File: config.mk
export PLATFORM = sky130hd
export DESIGN_NAME = adc_scan_ctrl
export DESIGN_NICKNAME = d
export VERILOG_FILES = /design/src/rtl/adc_scan_ctrl.sv
export SDC_FILE = /design/constraint.sdc
export NUM_CORES = 1
export LEC_CHECK = 0
export BUFFER_PORTS_ARGS = -buffer_cell sky130_fd_sc_hd__buf_2
export CORE_MARGIN = 3
export CORE_UTILIZATION = 35
export DETAILED_ROUTE_END_ITERATION = 6
export SLEW_MARGIN = 0
export SYNTH_ARGS = -nofsm -noshare
export SYNTH_HDL_FRONTEND = slang
export SYNTH_SLANG_ARGS = --single-unit
File: constraint.sdc
create_clock -name clk -period 6.3 [get_ports clk]
set_input_delay 1.26 -clock clk [delete_from_list [all_inputs] [get_ports clk]]
set_output_delay 1.26 -clock clk [all_outputs]
set_load 0.01 [all_outputs]
File: src/rtl/adc_scan_ctrl.sv
// Purpose : round-robin scan sequencer for an ADC0808/0809-class converter (mux address, ALE/START/OE, EOC wait, capture).
// Latency : eoc seen 2 cycles late (synchroniser); sample_valid strobes 1 cycle after the last OE cycle.
// Backpr. : none downstream; sample_valid is a one-cycle strobe and sample_data/sample_ch hold until the next capture.
//
// Ports:
//   clk, reset_n          clock (rising edge), asynchronous active-low reset
//   enable, mode          run while high; 0 = single pass over ch_mask, 1 = continuous
//   ch_mask               per-channel include bits, sampled at channel decisions only
//   eoc, adc_data         converter end-of-conversion (async) and result bus
//   channel_sel, ale,     converter mux address, address latch enable,
//   start, oe             start conversion, output enable
//   sample_data/_ch/_valid captured result, its channel, one-cycle strobe
//   timeout_err           one-cycle strobe when an EOC wait exceeds EOC_TMO cycles
//   busy                  high whenever the sequencer is not idle
module adc_scan_ctrl #(
   parameter int DATA_W  = 8,
   parameter int NUM_CH  = 8,
   parameter int CH_W    = 3,
   parameter int START_W = 2,
   parameter int OE_WAIT = 2,
   parameter int EOC_TMO = 1024
) (
   input  logic              clk,
   input  logic              reset_n,
   input  logic              enable,
   input  logic              mode,
   input  logic [NUM_CH-1:0] ch_mask,
   input  logic              eoc,
   input  logic [DATA_W-1:0] adc_data,
   output logic [CH_W-1:0]   channel_sel,
   output logic              ale,
   output logic              start,
   output logic              oe,
   output logic [DATA_W-1:0] sample_data,
   output logic [CH_W-1:0]   sample_ch,
   output logic              sample_valid,
   output logic              timeout_err,
   output logic              busy
);

   localparam int CNT_MAX = (START_W > OE_WAIT) ? START_W : OE_WAIT;
   localparam int CNT_W   = $clog2(CNT_MAX + 1);
   localparam int TMO_W   = $clog2(EOC_TMO + 1);

   typedef enum logic [2:0] {IDLE, SETUP, PULSE, WAIT_LO, WAIT_HI, READ} state_t;

   state_t           state;
   logic [CNT_W-1:0] cnt;
   logic [TMO_W-1:0] tmo_cnt;
   logic             eoc_m;
   logic             eoc_s;

   // Channel index base+k modulo NUM_CH (k in 0..NUM_CH).
   function automatic logic [CH_W-1:0] wrap_add(input logic [CH_W-1:0] base, input int k);
      int idx;
      idx = int'(base) + k;
      if (idx >= NUM_CH) idx = idx - NUM_CH;
      return CH_W'(idx);
   endfunction

   // first_ch: first enabled channel at/after the current one (used when leaving IDLE).
   // next_ch : first enabled channel strictly after the current one; k == NUM_CH lands
   //           back on the current channel, so a single-channel mask repeats and counts
   //           as a completed pass.
   logic [CH_W-1:0] first_ch;
   logic [CH_W-1:0] next_ch;
   logic            next_wrap;
   logic            go_on;

   always_comb begin
      first_ch  = channel_sel;
      next_ch   = channel_sel;
      next_wrap = 1'b1;
      // Descending loops so the smallest distance wins.
      for (int k = NUM_CH - 1; k >= 0; k--) begin
         if (ch_mask[wrap_add(channel_sel, k)]) first_ch = wrap_add(channel_sel, k);
      end
      for (int k = NUM_CH; k >= 1; k--) begin
         if (ch_mask[wrap_add(channel_sel, k)]) begin
            next_ch   = wrap_add(channel_sel, k);
            next_wrap = (int'(channel_sel) + k) >= NUM_CH;
         end
      end
   end

   // Continue scanning after a conversion, or fall back to IDLE.
   assign go_on = enable && (|ch_mask) && (mode || !next_wrap);

   always_ff @(posedge clk or negedge reset_n) begin
      if (!reset_n) begin
         eoc_m <= 1'b0;
         eoc_s <= 1'b0;
      end else begin
         eoc_m <= eoc;
         eoc_s <= eoc_m;
      end
   end

   always_ff @(posedge clk or negedge reset_n) begin
      if (!reset_n) begin
         state        <= IDLE;
         channel_sel  <= '0;
         ale          <= 1'b0;
         start        <= 1'b0;
         oe           <= 1'b0;
         sample_data  <= '0;
         sample_ch    <= '0;
         sample_valid <= 1'b0;
         timeout_err  <= 1'b0;
         busy         <= 1'b0;
         cnt          <= '0;
         tmo_cnt      <= '0;
      end else begin
         sample_valid <= 1'b0;
         timeout_err  <= 1'b0;
         case (state)
            IDLE: begin
               if (enable && (|ch_mask)) begin
                  channel_sel <= first_ch;
                  busy        <= 1'b1;
                  state       <= SETUP;
               end
            end
            SETUP: begin
               // Address has been stable for one cycle; raise ALE and START together.
               ale   <= 1'b1;
               start <= 1'b1;
               cnt   <= '0;
               state <= PULSE;
            end
            PULSE: begin
               if (cnt == CNT_W'(START_W - 1)) begin
                  ale     <= 1'b0;
                  start   <= 1'b0;
                  tmo_cnt <= '0;
                  state   <= WAIT_LO;
               end else begin
                  cnt <= cnt + 1'b1;
               end
            end
            WAIT_LO: begin
               tmo_cnt <= tmo_cnt + 1'b1;
               // Timeout wins over a late EOC edge in the same cycle.
               if (tmo_cnt == TMO_W'(EOC_TMO - 1)) begin
                  timeout_err <= 1'b1;
                  busy        <= go_on;
                  if (go_on) begin
                     channel_sel <= next_ch;
                     state       <= SETUP;
                  end else begin
                     state <= IDLE;
                  end
               end else if (!eoc_s) begin
                  state <= WAIT_HI;
               end
            end
            WAIT_HI: begin
               tmo_cnt <= tmo_cnt + 1'b1;
               if (tmo_cnt == TMO_W'(EOC_TMO - 1)) begin
                  timeout_err <= 1'b1;
                  busy        <= go_on;
                  if (go_on) begin
                     channel_sel <= next_ch;
                     state       <= SETUP;
                  end else begin
                     state <= IDLE;
                  end
               end else if (eoc_s) begin
                  oe    <= 1'b1;
                  cnt   <= '0;
                  state <= READ;
               end
            end
            READ: begin
               if (cnt == CNT_W'(OE_WAIT - 1)) begin
                  // Bus has had OE_WAIT cycles to settle; capture on the last OE cycle.
                  oe           <= 1'b0;
                  sample_data  <= adc_data;
                  sample_ch    <= channel_sel;
                  sample_valid <= 1'b1;
                  busy         <= go_on;
                  if (go_on) begin
                     channel_sel <= next_ch;
                     state       <= SETUP;
                  end else begin
                     state <= IDLE;
                  end
               end else begin
                  cnt <= cnt + 1'b1;
               end
            end
            default: begin
               state <= IDLE;
               busy  <= 1'b0;
            end
         endcase
      end
   end

endmodule

==> flow_summary.json, run 1 <==
{
  "path_max_fanout": 18,
  "synthFlopType": "dfrtp_1",
  "coreArea_um2": 7370,
  "synthArstFlopShare_pct": 100.0,
  "clk_pin_slew_ns": 0.07,
  "grt_pass1_wl_mm": 10.30,
  "die_x_um": 93.92,
  "syn_area_per_cell_um2": 9.492,
  "cts_tree": "built",
  "multi_input_area_um2": 1653,
  "initial_core_util_pct": 36.71,
  "ios": 41,
  "internal_power_uw": 868.7,
  "vias": 2242,
  "synthAdderAreaFrac_pct": 4.625,
  "yosysSeqAreaShare_pct": 34.23,
  "ys_types": 58,
  "power.leakage_nw": 1.307,
  "antenna_cells": 0,
  "maxSlewViolCount": 0,
  "ant_nets": 0,
  "grt_use_total_pct": 14.31,
  "clockBufferDepth": 2,
  "yosys.area_share.simple_pct": 18.27,
  "drc": 0,
  "synth-compound-area-share_pct": 20.12,
  "power_density_nw_per_um2": 551.4,
  "viasPerCell": 5.415,
  "highest_layer": "met4",
  "post_cts_resized": 0,
  "wl_mm": 5.949,
  "cts_setup_buffers": 0,
  "ys_warn_count": 0,
  "netlist_area_um2": 2705,
  "critPathLaunchType": "flip-flop",
  "status": "finished clean",
  "period_needed_ns": 3.924,
  "setup_viol": 0,
  "m1WireLength_mm": 2.961,
  "p_seq_share_pct": 26.0,
  "drive_gt1_share_pct": 25.71,
  "crit_type": "reg -> reg",
  "synthXorXnorAreaFrac_pct": 1.295,
  "overflow": 0,
  "synth_seq_cells": 37,
  "dieArea_um2": 8820,
  "fin_crit_sh_pct": 62.29,
  "dp_hpwl_mm": 4.361,
  "synth_cells": 285,
  "design_area_um2": 3028,
  "io_buffers": 40,
  "wl_met3_um": 243,
  "htreeDepth": 2,
  "worst_pin_slew_ns": 0.8038,
  "cts_hold_buf": 0,
  "max_slew_margin_pct": 46.41,
  "regArea_um2": 925.9,
  "root_buffer": "clkbuf_8",
  "clockPowerShare_pct": 9.8,
  "nFillCells": 750,
  "clk_latency_ns": 0.29,
  "skew_ns": 0.006191,
  "worstPathRequired_ns": 6.48,
  "place_ws_ns": 2.356,
  "rsz0062_at_grt": "false",
  "max_freq_mhz": 254.8,
  "hold_viol_final": 0,
  "hold_ws_ns": 0.3620,
  "hold_path.class": "reg -> reg",
  "grt_max_degree": 38,
  "fin_tns_setup_ns": 0,
  "ir_drop_uv": 216.2,
  "arrival_ns": 4.10,
  "synth_top_family_by_area": "compound AO/OA/AOI/OAI gates",
  "postPlaceCellArea_um2": 2940,
  "antenna_found_initial": 0,
  "combPwrFrac_pct": 64.1,
  "synth_edf_count": 0,
  "numCtsBuffers": 5,
  "cts.sink_count": 37,
  "setup_slack_ns": 2.376,
  "max_cap_violations": 0,
  "syn_nets": 316,
  "p_sw_uw": 800.8,
  "dr_wl_met2_mm": 2.648,
  "first_global_vias": 2080,
  "crit_path_end_kind": "flip-flop",
  "rows": 31,
  "fin_nets": 345,
  "drtPass1Iterations": 6,
  "fp.dieH_um": 93.92,
  "wl_per_cell_um": 14.37,
  "p_sw_share_pct": 47.97,
  "areaGrowthSynthToFinish_pct": 11.93,
  "drtIter0Drc": 109,
  "synth_mux_area_share_pct": 16.79,
  "place.gp.congestion": 0.8746
}
[cells in the mapped netlist (3+ instances only)]
cell / instances / area [um2]
dfrtp_1: 37 / 925.9
nand2_1: 35 / 131.4
nor2_1: 24 / 90.09
o21ai_0: 23 / 115.1
a21oi_1: 17 / 85.08
clkbuf_1: 13 / 48.80
mux2_2: 12 / 135.1
mux4_2: 11 / 247.7
ha_1: 10 / 125.1
inv_1: 9 / 33.78
nand3_1: 9 / 45.04
nor3_1: 7 / 35.03
nand4_1: 6 / 37.54
nor2b_1: 5 / 31.28
a31oi_1: 4 / 25.02
mux2i_1: 3 / 30.03
o22ai_1: 3 / 18.77
o31ai_1: 3 / 22.52
[routing by layer]
metal | GRT usage [%] | vias up
met3 | 3.045 | 10
met1 | 20.95 | 1073
met4 | 5.295 | 0
li1 | - | 1105
met2 | 20.58 | 54
met5 | 0 | -
[final timing paths]
check / startpoint / end / slack [ns] / cells past startpoint
setup / recovery: channel_sel[0]$_DFFE_PN0P_ / state[0]$_DFFE_PN0P_ / 2.38 / 10
hold / removal: eoc_m$_DFF_PN0_ / eoc_s$_DFF_PN0_ / 0.36 / 0
setup reg to reg: channel_sel[0]$_DFFE_PN0P_ / state[0]$_DFFE_PN0P_ / 2.38 / 10
hold reg to reg: eoc_m$_DFF_PN0_ / eoc_s$_DFF_PN0_ / 0.36 / 0
max in group asynchronous: reset_n / tmo_cnt[10]$_DFFE_PN0P_ / 4.74 / 1
min in group asynchronous: reset_n / start$_DFFE_PN0P_ / 1.05 / 1
[logic make-up after synthesis]
group / after synthesis
flip-flops: 37
AND/OR/NAND/NOR: 102
buffers and inverters: 28
AO/OA/AOI/OAI: 76
XOR/XNOR: 4
multiplexers: 28
adder cells (fa/ha/maj): 10
[state kept, by name (all words and copies together), names as in the netlist]
| name | cells |
|---|---|
| busy | 1 |
| channel_sel | 3 |
| cnt | 2 |
| eoc_m | 1 |
| eoc_s | 1 |
| oe | 1 |
| sample_ch | 3 |
| sample_data | 8 |
| sample_valid | 1 |
| start | 1 |
| state | 3 |
| timeout_err | 1 |
| tmo_cnt | 11 |
[worst max-delay path, stage by stage (launching register included)]
cell and delay [ns]:
dfrtp_1 0.81, inv_1 0.22, ha_1 0.67, mux4_2 0.57
mux2_2 0.28, and3_1 0.19, a2111oi_4 0.41, o31ai_4 0.15
a22oi_1 0.17, nor3_1 0.07, a221o_1 0.27
[cells in the final DEF (no fill, tap or decap), types with 5 or more instances in the layout]
cell type   n
a21oi_1    17
buf_2      40
clkbuf_8    5
dfrtp_1    37
ha_1       10
inv_1       9
mux2_2     12
mux4_2     11
nand2_1    35
nand3_1     9
nand4_1     6
nor2_1     24
nor2b_1     5
nor3_1      7
o21ai_0    23
[final cells by class]
type / count / area share [%]
timing repair buffer: 40 / 6.612
inverter: 10 / 1.240
tap: 99 / 4.091
clock buffer: 6 / 2.397
sequential: 37 / 30.58
multi-input combinational: 220 / 54.59
clock inverter: 2 / 0.4959
[stage by stage]
step | total power, mW | util [%] | cells
final | 1.670 | 41.09 | 414
after global routing | 1.827 | 41.09 | 414
after CTS | 1.674 | 41.09 | 414
after detailed placement | 1.503 | 39.90 | 406
after global placement | 1.492 | 39.90 | 406
after floorplan | 1.295 | - | 285
[power by group through the flow]
stage,clock (mW),sequential [mW],combinational (mW)
final,0.164,0.435,1.07
after global routing,0.181,0.455,1.19
after CTS,0.169,0.435,1.07
after detailed placement,0,0.439,1.06
after global placement,0,0.437,1.06
after floorplan,0,0.388,0.907
Power figures use the tool's default switching activity.
==> inputs of run 2 (changes only) <==
- clock period: 6.3 -> 4 ns (I/O delays scaled with it)
==> flow_summary.json, run 2 (same netlist as run 1, synthesis figures left out) <==
{
  "status": "finished clean",
  "setup_viol": 0,
  "crit_path_end_kind": "flip-flop",
  "path_max_fanout": 12,
  "postLayoutCoreUtil_pct": 41.39,
  "ios": 41,
  "drtPass1Iterations": 4,
  "grt_pass1_wl_mm": 10.52,
  "hold_end": "eoc_s$_DFF_PN0_",
  "r2r-start": "channel_sel[1]$_DFFE_PN0P_",
  "largest_register_ffs": 11,
  "place.gp.congestion": 0.8084,
  "fp.dieH_um": 93.92,
  "clk_pin_slew_ns": 0.08,
  "power.leakage_nw": 1.322,
  "coreArea_um2": 7370,
  "arrival_ns": 3.51,
  "fin_tns_setup_ns": 0,
  "first_global_vias": 2146,
  "grt_max_degree": 38,
  "final_common_cell": "buf_2",
  "die_x_um": 93.92,
  "regArea_um2": 925.9,
  "cts.sink_count": 37,
  "numCtsBuffers": 5,
  "maxSlewViolCount": 0,
  "viasPerCell": 5.400,
  "hold_depth": 0,
  "hold_viol_final": 0,
  "antenna_found_initial": 0,
  "critPathLaunchType": "flip-flop",
  "multi_input_area_um2": 1653,
  "dieArea_um2": 8820,
  "hold_path_startpoint": "eoc_m$_DFF_PN0_",
  "fin_crit_sh_pct": 83.14,
  "nFillCells": 747,
  "dp.cells": 409,
  "io_buffers": 40,
  "htreeDepth": 2,
  "initial_core_util_pct": 36.71,
  "ff2ff_path_depth": 10,
  "fin_nets": 348,
  "max_freq_mhz": 300.7,
  "hold_ws_ns": 0.3792,
  "top_regs": "tmo_cnt (11), sample_data (8)",
  "wl_per_cell_um": 14.74,
  "drtIter0Drc": 154,
  "rows": 31,
  "report.power.total_mw": 2.661,
  "worstPathRequired_ns": 4.18,
  "drive_gt1_share_pct": 26.42,
  "largest-register": "tmo_cnt",
  "worst_pin_slew_ns": 0.8075,
  "max_cap_violations": 0,
  "clk_latency_ns": 0.29,
  "cts_tree": "built",
  "ir_drop_uv": 381.2,
  "vias": 2252,
  "cts_hold_buf": 0,
  "max_slew_margin_pct": 45.68,
  "areaGrowthSynthToFinish_pct": 12.77,
  "skew_ns": 0.006577,
  "rsz0062_at_grt": "false",
  "period_needed_ns": 3.326,
  "antenna_cells": 0,
  "dp_hpwl_mm": 4.473,
  "power_density_nw_per_um2": 872.5,
  "regToRegSetupSlack_ns": 0.67,
  "root_buffer": "clkbuf_8",
  "grt_use_total_pct": 14.72,
  "ant_nets": 0,
  "timing.rr.end": "state[0]$_DFFE_PN0P_",
  "crit_type": "reg -> reg",
  "fin_cells": 417,
  "cts_setup_buffers": 0,
  "overflow": 0,
  "hold_path.class": "reg -> reg",
  "drc": 0,
  "layout_common_cells": "buf_2, dfrtp_1, nand2_1, nor2_1, o21ai_0",
  "post_cts_resized": 0,
  "wl_mm": 6.148,
  "clockBufferDepth": 2
}
==> run 2: changes by cell type in the layout (fill, tap and decap cells not counted), sizes merged <==
cell / before / now
buf: 40 / 43
==> run 2: layout make-up <==
| type | instances | share of cell area [%] |
|---|---|---|
| multi-input cells | 220 | 54.18 |
| flip-flops and latches | 37 | 30.35 |
| repair buffers | 43 | 7.301 |
| well taps | 99 | 4.061 |
| clock buffers | 6 | 2.379 |
| inverters | 10 | 1.231 |
| clock inverters | 2 | 0.4922 |
==> run 2: worst max-delay path, stage by stage, from the launching register on <==
cell	delay, ns
dfrtp_1	0.35
inv_1	0.13
ha_1	0.63
mux4_2	0.58
mux2_2	0.30
and3_1	0.19
a2111oi_4	0.38
o31ai_4	0.15
nand4_1	0.11
o21ai_0	0.09
a221o_1	0.30
==> run 2: per-layer routing <==
metal / GRT usage (%) / up-vias / wire length (um)
met5: 0 / - / 0
met4: 3.971 / 0 / 38
met3: 2.965 / 2 / 268
met2: 21.94 / 54 / 2819
met1: 21.64 / 1082 / 3022
li1: - / 1114 / -
==> run 2: metrics by stage <==
step | setup WS (ns) | area (um2)
final | 0.6743 | 3050
after global routing | 0.4275 | 3050
after CTS | 0.6768 | 3050
after global placement | 0.7639 | 2963
after detailed placement | 0.6961 | 2963
after floorplan | 0.6568 | 2705
==> run 2: worst max-delay path by stage <==
| stage | from | endpoint | slack, ns | depth (start not counted) |
|---|---|---|---|---|
| floorplan | channel_sel[1]$_DFFE_PN0P_ | channel_sel[1]$_DFFE_PN0P_ | 0.66 | 12 |
| global placement | channel_sel[1]$_DFFE_PN0P_ | state[0]$_DFFE_PN0P_ | 0.76 | 10 |
| detailed placement | channel_sel[1]$_DFFE_PN0P_ | state[0]$_DFFE_PN0P_ | 0.70 | 10 |
| CTS | channel_sel[1]$_DFFE_PN0P_ | state[0]$_DFFE_PN0P_ | 0.68 | 10 |
| global route | channel_sel[1]$_DFFE_PN0P_ | channel_sel[2]$_DFFE_PN0P_ | 0.43 | 10 |
| finish | channel_sel[1]$_DFFE_PN0P_ | state[0]$_DFFE_PN0P_ | 0.67 | 10 |
==> run 2: power breakdown <==
part           internal, mW  leakage (nW)  switching, mW  total [mW]
Clock                 0.123        0.0374          0.139       0.262
Combinational         0.770         0.821          0.992        1.76
Sequential            0.496         0.464          0.142       0.637
